File: config.mk
export PLATFORM = sky130hd
export DESIGN_NAME = mem_access_unit
export DESIGN_NICKNAME = d
export VERILOG_FILES = /design/src/rtl/mem_access_unit_pkg.sv /design/src/rtl/mem_access_unit_lane_align.sv /design/src/rtl/mem_access_unit.sv
export SDC_FILE = /design/constraint.sdc
export NUM_CORES = 1
export LEC_CHECK = 0
export ABC_AREA = 1
export CAP_MARGIN = 10
export CORE_ASPECT_RATIO = 1.75
export CORE_UTILIZATION = 44
export CTS_BUF_LIST = sky130_fd_sc_hd__clkbuf_4
export CTS_CLUSTER_SIZE = 20
export DETAILED_ROUTE_END_ITERATION = 7
export GPL_TIMING_DRIVEN = 0
export PLACE_DENSITY = 0.83
export SLEW_MARGIN = 10
export SYNTH_ARGS = -nofsm -noshare
export SYNTH_HDL_FRONTEND = slang
export SYNTH_SLANG_ARGS = --single-unit
File: constraint.sdc
create_clock -name clk -period 2.3 [get_ports clk]
set_input_delay 0.46 -clock clk [delete_from_list [all_inputs] [get_ports clk]]
set_output_delay 0.46 -clock clk [all_outputs]
set_load 0.005 [all_outputs]
File: src/rtl/mem_access_unit_pkg.sv
// rtl/mem_access_unit_pkg.sv - shared codes, states and helpers for the MEM stage
package mem_access_unit_pkg;

    localparam logic [1:0]  MSIZE_BYTE = 2'b00;
    localparam logic [1:0]  MSIZE_HALF = 2'b01;
    localparam logic [1:0]  MSIZE_WORD = 2'b10;
    localparam logic        RST_ENABLE = 1'b0;
    localparam logic [31:0] ZERO_WORD  = 32'h0000_0000;

    typedef enum logic {
        ST_IDLE = 1'b0,
        ST_BUSY = 1'b1
    } mau_state_t;

    // Size code 2'b11 is treated as a word access.
    function automatic logic is_aligned(input logic [1:0] size, input logic [1:0] off);
        case (size)
            MSIZE_BYTE: is_aligned = 1'b1;
            MSIZE_HALF: is_aligned = ~off[0];
            default:    is_aligned = (off == 2'b00);
        endcase
    endfunction

endpackage

File: src/rtl/mem_access_unit_lane_align.sv
// rtl/mem_access_unit_lane_align.sv - mem_lane_align: byte enables, store lane replication, load extract/extend
module mem_lane_align
    import mem_access_unit_pkg::*;
#(
    parameter int DATA_W = 32,
    parameter int NB     = DATA_W / 8,
    parameter int OFF_W  = $clog2(NB)
) (
    input  logic [1:0]        i_msize,
    input  logic              i_msign,
    input  logic [OFF_W-1:0]  i_off,
    input  logic [DATA_W-1:0] i_wdata,
    input  logic [DATA_W-1:0] i_rdata,
    output logic [NB-1:0]     o_be,
    output logic [DATA_W-1:0] o_wdata,
    output logic [DATA_W-1:0] o_rdata
);

    logic [DATA_W-1:0] w_shift;

    always_comb begin
        w_shift = i_rdata >> {i_off, 3'b000};
        o_be    = '1;
        o_wdata = i_wdata;
        o_rdata = w_shift;
        case (i_msize)
            MSIZE_BYTE: begin
                o_be = NB'(1) << i_off;
                for (int i = 0; i < NB; i++) o_wdata[8*i +: 8] = i_wdata[7:0];
                o_rdata = {{(DATA_W-8){i_msign & w_shift[7]}}, w_shift[7:0]};
            end
            MSIZE_HALF: begin
                o_be = NB'(3) << i_off;
                for (int i = 0; i < NB/2; i++) o_wdata[16*i +: 16] = i_wdata[15:0];
                o_rdata = {{(DATA_W-16){i_msign & w_shift[15]}}, w_shift[15:0]};
            end
            default: begin
                o_be = '1;
            end
        endcase
    end

endmodule

File: src/rtl/mem_access_unit.sv
// rtl/mem_access_unit.sv - MEM pipeline stage with mem/periph req/ack bus and WB register
// Optional watchdog abort and timeout_o port enabled by defining MEM_TIMEOUT_EN.
module mem_access_unit
    import mem_access_unit_pkg::*;
#(
    parameter int DATA_W     = 32,
    parameter int ADDR_W     = 32,
    parameter int REG_ADDR_W = 5,
    parameter int PERIPH_BIT = 30,
    parameter int TIMEOUT    = 255
) (
    input  logic                  clk,
    input  logic                  rst,
    input  logic                  valid_i,
    input  logic [REG_ADDR_W-1:0] waddr_i,
    input  logic                  we_i,
    input  logic [DATA_W-1:0]     wdata_i,
    input  logic                  mre_i,
    input  logic                  mwe_i,
    input  logic [1:0]            msize_i,
    input  logic                  msign_i,
    input  logic [ADDR_W-1:0]     maddr_i,
    input  logic [DATA_W-1:0]     mwdata_i,
    output logic                  m_req_o,
    output logic                  p_req_o,
    output logic                  mp_we_o,
    output logic [DATA_W/8-1:0]   mp_be_o,
    output logic [ADDR_W-1:0]     mp_addr_o,
    output logic [DATA_W-1:0]     mp_wdata_o,
    input  logic [DATA_W-1:0]     m_rdata_i,
    input  logic                  m_ack_i,
    input  logic [DATA_W-1:0]     p_rdata_i,
    input  logic                  p_ack_i,
    output logic                  stall_o,
    output logic [REG_ADDR_W-1:0] waddr_o,
    output logic                  we_o,
    output logic [DATA_W-1:0]     wdata_o,
`ifdef MEM_TIMEOUT_EN
    output logic                  timeout_o,
`endif
    output logic                  misalign_o
);

    localparam int NB    = DATA_W / 8;
    localparam int OFF_W = $clog2(NB);

    if (TIMEOUT < 1) begin : g_bad_timeout
        $error("mem_access_unit: TIMEOUT must be at least 1");
    end

    mau_state_t r_state, w_next_state;

    logic                   r_target, r_wr, r_msign;
    logic [1:0]             r_msize;
    logic [OFF_W-1:0]       r_off;
    logic [NB-1:0]          r_be;
    logic [ADDR_W-1:OFF_W]  r_addr_hi;
    logic [DATA_W-1:0]      r_wdata;
    logic [REG_ADDR_W-1:0]  r_waddr;

    logic                   w_busy, w_is_mem, w_sel_ack;
    logic                   w_accept, w_misal, w_done, w_abort;
    logic [1:0]             w_size;
    logic                   w_sign;
    logic [OFF_W-1:0]       w_off;
    logic [NB-1:0]          w_be;
    logic [DATA_W-1:0]      w_lane_wdata, w_rdata, w_rdata_ext;

`ifdef MEM_TIMEOUT_EN
    localparam int CNT_W = $clog2(TIMEOUT + 1);
    logic [CNT_W-1:0] r_cnt;
    logic             r_timeout;
    assign timeout_o = r_timeout;
`endif

    assign w_busy    = (r_state == ST_BUSY);
    assign w_is_mem  = mre_i | mwe_i;
    assign w_sel_ack = r_target ? p_ack_i : m_ack_i;
    assign w_rdata   = r_target ? p_rdata_i : m_rdata_i;

    // One aligner serves both directions: live inputs when accepting, latched fields while busy.
    assign w_size = w_busy ? r_msize : msize_i;
    assign w_sign = w_busy ? r_msign : msign_i;
    assign w_off  = w_busy ? r_off   : maddr_i[OFF_W-1:0];

    mem_lane_align #(.DATA_W(DATA_W)) u_align (
        .i_msize (w_size),
        .i_msign (w_sign),
        .i_off   (w_off),
        .i_wdata (mwdata_i),
        .i_rdata (w_rdata),
        .o_be    (w_be),
        .o_wdata (w_lane_wdata),
        .o_rdata (w_rdata_ext)
    );

    assign m_req_o    = w_busy & ~r_target;
    assign p_req_o    = w_busy & r_target;
    assign mp_we_o    = w_busy & r_wr;
    assign mp_be_o    = w_busy ? r_be : '0;
    assign mp_addr_o  = w_busy ? {r_addr_hi, {OFF_W{1'b0}}} : '0;
    assign mp_wdata_o = w_busy ? r_wdata : '0;
    assign stall_o    = w_busy & ~w_sel_ack;

    always_ff @(posedge clk) begin
        if (rst == RST_ENABLE) r_state <= ST_IDLE;
        else                   r_state <= w_next_state;
    end

    always_comb begin
        w_next_state = r_state;
        w_accept     = 1'b0;
        w_misal      = 1'b0;
        w_done       = 1'b0;
        w_abort      = 1'b0;
        case (r_state)
            ST_IDLE: begin
                if (valid_i && w_is_mem) begin
                    if (is_aligned(msize_i, maddr_i[1:0])) begin
                        w_accept     = 1'b1;
                        w_next_state = ST_BUSY;
                    end else begin
                        w_misal = 1'b1;
                    end
                end
            end
            ST_BUSY: begin
                if (w_sel_ack) begin
                    w_done       = 1'b1;
                    w_next_state = ST_IDLE;
                end
`ifdef MEM_TIMEOUT_EN
                else if (r_cnt == CNT_W'(TIMEOUT - 1)) begin
                    w_abort      = 1'b1;
                    w_next_state = ST_IDLE;
                end
`endif
            end
            default: w_next_state = ST_IDLE;
        endcase
    end

    always_ff @(posedge clk) begin
        if (rst == RST_ENABLE) begin
            we_o       <= 1'b0;
            waddr_o    <= '0;
            wdata_o    <= DATA_W'(ZERO_WORD);
            misalign_o <= 1'b0;
            r_target   <= 1'b0;
            r_wr       <= 1'b0;
            r_msign    <= 1'b0;
            r_msize    <= MSIZE_BYTE;
            r_off      <= '0;
            r_be       <= '0;
            r_addr_hi  <= '0;
            r_wdata    <= '0;
            r_waddr    <= '0;
`ifdef MEM_TIMEOUT_EN
            r_cnt      <= '0;
            r_timeout  <= 1'b0;
`endif
        end else begin
            we_o       <= 1'b0;
            misalign_o <= w_misal;
            if (r_state == ST_IDLE && valid_i && !w_is_mem) begin
                we_o    <= we_i;
                waddr_o <= waddr_i;
                wdata_o <= wdata_i;
            end
            if (w_accept) begin
                r_target  <= maddr_i[PERIPH_BIT];
                r_wr      <= mwe_i;
                r_msign   <= msign_i;
                r_msize   <= msize_i;
                r_off     <= maddr_i[OFF_W-1:0];
                r_be      <= w_be;
                r_addr_hi <= maddr_i[ADDR_W-1:OFF_W];
                r_wdata   <= w_lane_wdata;
                r_waddr   <= waddr_i;
            end
            if (w_done && !r_wr) begin
                we_o    <= 1'b1;
                waddr_o <= r_waddr;
                wdata_o <= w_rdata_ext;
            end
`ifdef MEM_TIMEOUT_EN
            r_cnt     <= w_busy ? r_cnt + CNT_W'(1) : '0;
            r_timeout <= w_abort;
            if (w_abort && !r_wr) begin
                we_o    <= 1'b1;
                waddr_o <= r_waddr;
                wdata_o <= '0;
            end
`endif
        end
    end

endmodule

## Word-level counts from Yosys, hierarchy flattened

Index checks and enable logic that the tools add are counted.

| storage, ports and cells | value |
|---|---|
| bits in registers | 118 |
| input bits | 176 |
| logic and storage cells | 71 |

| cells by class | value |
|---|---|
| eq/ne operators | 2 |
| shift operators | 3 |
| mux-type cells | 28 |
| bitwise logic cells | 13 |
| reductions and logical operators | 11 |

Operators by type and width:

| operator | number |
|---|---|
| $mux 32 | 5 |
| $pmux 32 s2 | 2 |
| $shr 32x5->32 | 1 |
| $mux 1 | 13 |
| $mux 5 | 2 |
| $pmux 4 s2 | 1 |
| $and 1x1->1 | 6 |
| $logic_not 2->1 | 3 |
| $not 1->1 | 6 |
| $eq 2x1->1 const B | 2 |
| $logic_and 1x1->1 | 4 |
| $mux 2 | 2 |
| $mux 4 | 1 |
| $pmux 1 s2 | 2 |
| $shl 1x2->4 const A | 1 |
| $shl 2x2->4 const A | 1 |
| $reduce_or 3->1 | 1 |
| $logic_not 1->1 | 2 |
| $reduce_bool 2->1 | 1 |
| $or 1x1->1 | 1 |

## Depth between registers and ports, before layout

| depth | value |
|---|---|
| depth after elaboration | 7 |
| mapped depth | 12 |
| gate-level depth less buffers | 11 |

## Hierarchy

From an unflattened synthesis, not the netlist that was laid out.

| second synthesis, totals | value |
|---|---|
| cell total of the unflattened synthesis | 1326 |
| area, all modules | 7663.6 µm² |

Modules (own cells, without submodules):

| module | times used | cells each | area an instance (µm²) |
|---|---|---|---|
| mem_access_unit | 1 | 1074 | 6492.5 |
| mem_lane_align | 1 | 252 | 1171.1 |

## Worst setup path before layout

Ideal clock, no wire load.

| path | value |
|---|---|
| path kind | register to output |
| start point | reg r_state |
| end point | out mp_wdata_o[10] |
| arrival | 1274 ps |
| required time | 1840 ps |
| slack | 566 ps |
| stages on the path, launching flop included | 6 |
| path buffers | 3 |
| cell sequence | dfxtp_1 -> buf_6 -> clkbuf_1 -> clkbuf_1 -> nand2_1 -> inv_1 |

| on the way | value |
|---|---|
| word-level cells in the longest chain between the ends | 1 |

Ends and longest elaborated chain:

| item | line | source |
|---|---|---|
| from (decl) | mem_access_unit.sv:51 | `mau_state_t r_state, w_next_state;` |
| from (signal assigned) | mem_access_unit.sv:107 | `else r_state <= w_next_state;` |
| $mux 32 | mem_access_unit.sv:102 | `assign mp_wdata_o = w_busy ? r_wdata : '0;` |
| to (decl) | mem_access_unit.sv:29 | `output logic [DATA_W-1:0] mp_wdata_o,` |

Every way passes these cells.

## Final worst setup path

| path | value |
|---|---|
| start point | reg r_state |
| end point | out mp_wdata_o[3] |

The elaborated chain is that of the path after synthesis.

==> impl_metrics.ini <==
[synthesis]
ys_async_sr_fraction_pct = 0
synthCells = 1055
ys_dominant_reg_cell = sky130_fd_sc_hd__dfxtp_1
synth-edff-count = 0
synth.cell_area_um2 = 6580
yosys-top-cells-count = 337 x sky130_fd_sc_hd__nand2_1, 124 x sky130_fd_sc_hd__nor2_1, 117 x sky130_fd_sc_hd__dfxtp_1, 117 x sky130_fd_sc_hd__o21ai_0, 95 x sky130_fd_sc_hd__inv_1
synthDominantAreaCellType = sky130_fd_sc_hd__dfxtp_1
post_synth_num_cell_types = 32
synthTopCellsByArea = sky130_fd_sc_hd__dfxtp_1 36%, sky130_fd_sc_hd__nand2_1 19%, sky130_fd_sc_hd__o21ai_0 8.9%
ys_seq_elements = 117
ys_seq_area_share_pct = 35.6
post_synth.cell_area_avg_um2 = 6.24
yosysWarnings = 0
post-synth-top-count-cell = sky130_fd_sc_hd__nand2_1
yosysTopAreaCellShare_pct = 35.6

[sta]
timing.final.max_slew_violations = 0
finalCritPeriodShare_pct = 96.2
final_hold_viol_count = 0
report.final.setup_viol = 0
hold_slack_ns = 0.472
final.setup.tns_ns = 0
max_slew.worst_pin.slew_ns = 0.650
achievable-frequency_mhz = 452
rsz0062_at_grt = no
period_minus_slack_ns = 2.21
relSlewSlack_pct = 56.7
fin_worst_skew_ns = 0.0322

[critical_path]
timing.critical_path.cells = buf_12, clkbuf_16, clkbuf_8, nand2_1, inv_1, dlygate4sd2_1
worst_setup_path_startpoint = r_state$_SDFF_PN0_
cpMaxStageDelayCell = sky130_fd_sc_hd__dfxtp_4
ff2ff_path_depth = 9
cp.required_ns = 1.84
end_kind = output port
critical_path_arrival_ns = 1.75
cp_max_fo = 5
slowest_delay_ns = 0.40
r2r_end = waddr_o[0]$_SDFFE_PN0P_
timing.rr.start = r_addr_hi[30]$_SDFFE_PN0P_
crit_path_start_kind = register
ff2ff_setup_slack_ns = 0.13
path_class = register to output port

[floorplanning]
floorplan.rows = 58
top_level_ports = 287
die_span_x_um = 94.5
total_die_area_um2 = 15500
fp.dieH_um = 164
start_util_pct = 45.4
placeableCoreArea_um2 = 14500

[detailed_routing]
post_detailed_route_via_to_cell_ratio = 5.17
totalWireLength_um = 26700
detailroute.wirelength.met2_um = 14200
routed_wire_length_per_instance_um = 17.0
initial_drc_count = 506
drc = 0
num_vias = 8109
routed-wl-met3_um = 1840
detail_route.first_pass.iterations = 5
top_routing_layer_in_use = met4
met1_length_um = 8620
antenna_violating_nets_post_route = 0

[global_route]
global_route_wire_length_before_repair_um = 39300
gr-usage-all-layers_pct = 34.0
antenna_found_initial = 1
first_global_vias = 7650
grt_overflow = 0
grt_start_max_net_pins = 20

[hold_path]
number_of_cells_traversed_by_the_worst_hold_path = 3
hold_path.class = primary input to register
hp-start = mwdata_i[21]
min_to = r_wdata[21]$_SDFFE_PN0P_

[cells_and_area]
nets = 1549
post-route-cell-area_um2 = 10300
area_growth_syn_to_layout_pct = 57.0
fraction_of_layout_instances_using_a_drive_strength_above_1_pct = 12.0
fin_cells = 1568

[job]
max-cap-violations = 0

[clocking]
clk_path_buf_depth = 2
clock_insertion_delay_at_the_later_pin_of_the_skew_report_ns = 0.55
cts_tree = yes
h_tree_level_count = 4
clk_pin_slew_ns = 0.14
count_of_clock_tree_sinks = 117
clk_root_buffer_cell = sky130_fd_sc_hd__clkbuf_4
cts-buffers-inserted = 17

[placed_design]
dp.final_hpwl_um = 20600
total_of_buffers_placed_on_input_and_output_ports = 283
dpl.cell_count = 1519
postPlaceCellArea_um2 = 9640
gp_congestion = 0.985

[power]
worst_ir_drop_vdd_mv = 0.339
total_leakage_power_nw = 5.57
power_per_cell_area_nw_per_um2 = 541

[status]
outcome = finished clean
[metal layers]
layer	up-vias	global-route usage, %
met1	3625	30.9
met2	400	64.0
li1	3979	-
met3	105	7.04
met4	0	25.2
met5	-	0
[kinds of logic after synthesis]
| logic type | Yosys count | synth area share (%) |
|---|---|---|
| simple gates | 547 | 34.8 |
| compound gates | 215 | 18.2 |
| buf+inv | 175 | 11.3 |
| flops | 117 | 35.6 |
| other cells | 1 | 0.0570 |
[how the worst max path moves through the flow]
stage / end / cells after the start / slack [ns]
global placement: mp_wdata_o[12] / 6 / -0.59
finish: mp_wdata_o[3] / 6 / 0.09
global route: waddr_o[0]$_SDFFE_PN0P_ / 9 / 0.02
detailed placement: mp_wdata_o[12] / 6 / -0.57
floorplan: mp_wdata_o[10] / 5 / 0.57
CTS: mp_addr_o[30] / 6 / -0.1
[where the power goes]
group	internal, W	total (W)	switching (W)
Sequential	0.00218	0.00227	0.0000843
Combinational	0.000739	0.00157	0.000828
Clock	0.000802	0.00175	0.000950
Total	0.00373	0.00559	0.00186
[critical path, delay by kind of cell (launching register included)]
kind | cells | cell delay (ns)
buf+inv | 5 | 0.78
flops | 1 | 0.40
simple gates | 1 | 0.05
[cell type report]
cell class | count | area, um2
fill | 1268 | 4180
clock inverter | 14 | 190
inverter | 102 | 388
buffer | 72 | 492
multi-input combinational | 764 | 3510
sequential | 117 | 2350
timing repair buffer | 299 | 3040
antenna | 2 | 5.00
tap | 180 | 225
clock buffer | 18 | 135
[cells in the final DEF, fill, tap and decap left out, types with 18 or more instances in the layout]
cell                              count
sky130_fd_sc_hd__nand2_1            334
sky130_fd_sc_hd__clkdlybuf4s50_1    213
sky130_fd_sc_hd__nor2_1             122
sky130_fd_sc_hd__o21ai_0            117
sky130_fd_sc_hd__dfxtp_1            115
sky130_fd_sc_hd__inv_1               94
sky130_fd_sc_hd__a21oi_1             46
sky130_fd_sc_hd__nand3_1             39
sky130_fd_sc_hd__dlymetal6s2s_1      31
sky130_fd_sc_hd__clkbuf_1            30
sky130_fd_sc_hd__dlygate4sd2_1       29
sky130_fd_sc_hd__or2_2               25
sky130_fd_sc_hd__a31oi_1             21
sky130_fd_sc_hd__buf_2               18
sky130_fd_sc_hd__clkbuf_4            18
[what timing repair did]
item / CTS / global route
cloned: 3 / 3
hold buffers: 0 / 0
endpoints found under the setup margin: 70 / 48
resized for setup: 80 / 57
buffers inserted: 10 / 0
[state kept, by name, summed over array words and instances (netlist names)]
register	flops
r_msize	2
waddr_o	5
r_addr_hi	30
misalign_o	1
r_off	2
r_wdata	32
r_msign	1
we_o	1
r_be	4
r_state	1
wdata_o	32
r_wr	1
r_waddr	5
[through the flow]
step	utilization [%]	setup slack, ns	power, W
after CTS	70.1	-0.0985	0.00556
after detailed placement	66.4	-0.567	0.00378
after global placement	66.4	-0.586	0.00376
after floorplan	-	0.566	0.00303
final	71.2	0.0876	0.00559
after global routing	71.2	0.0243	0.00583
Power figures use the tool's default switching activity.
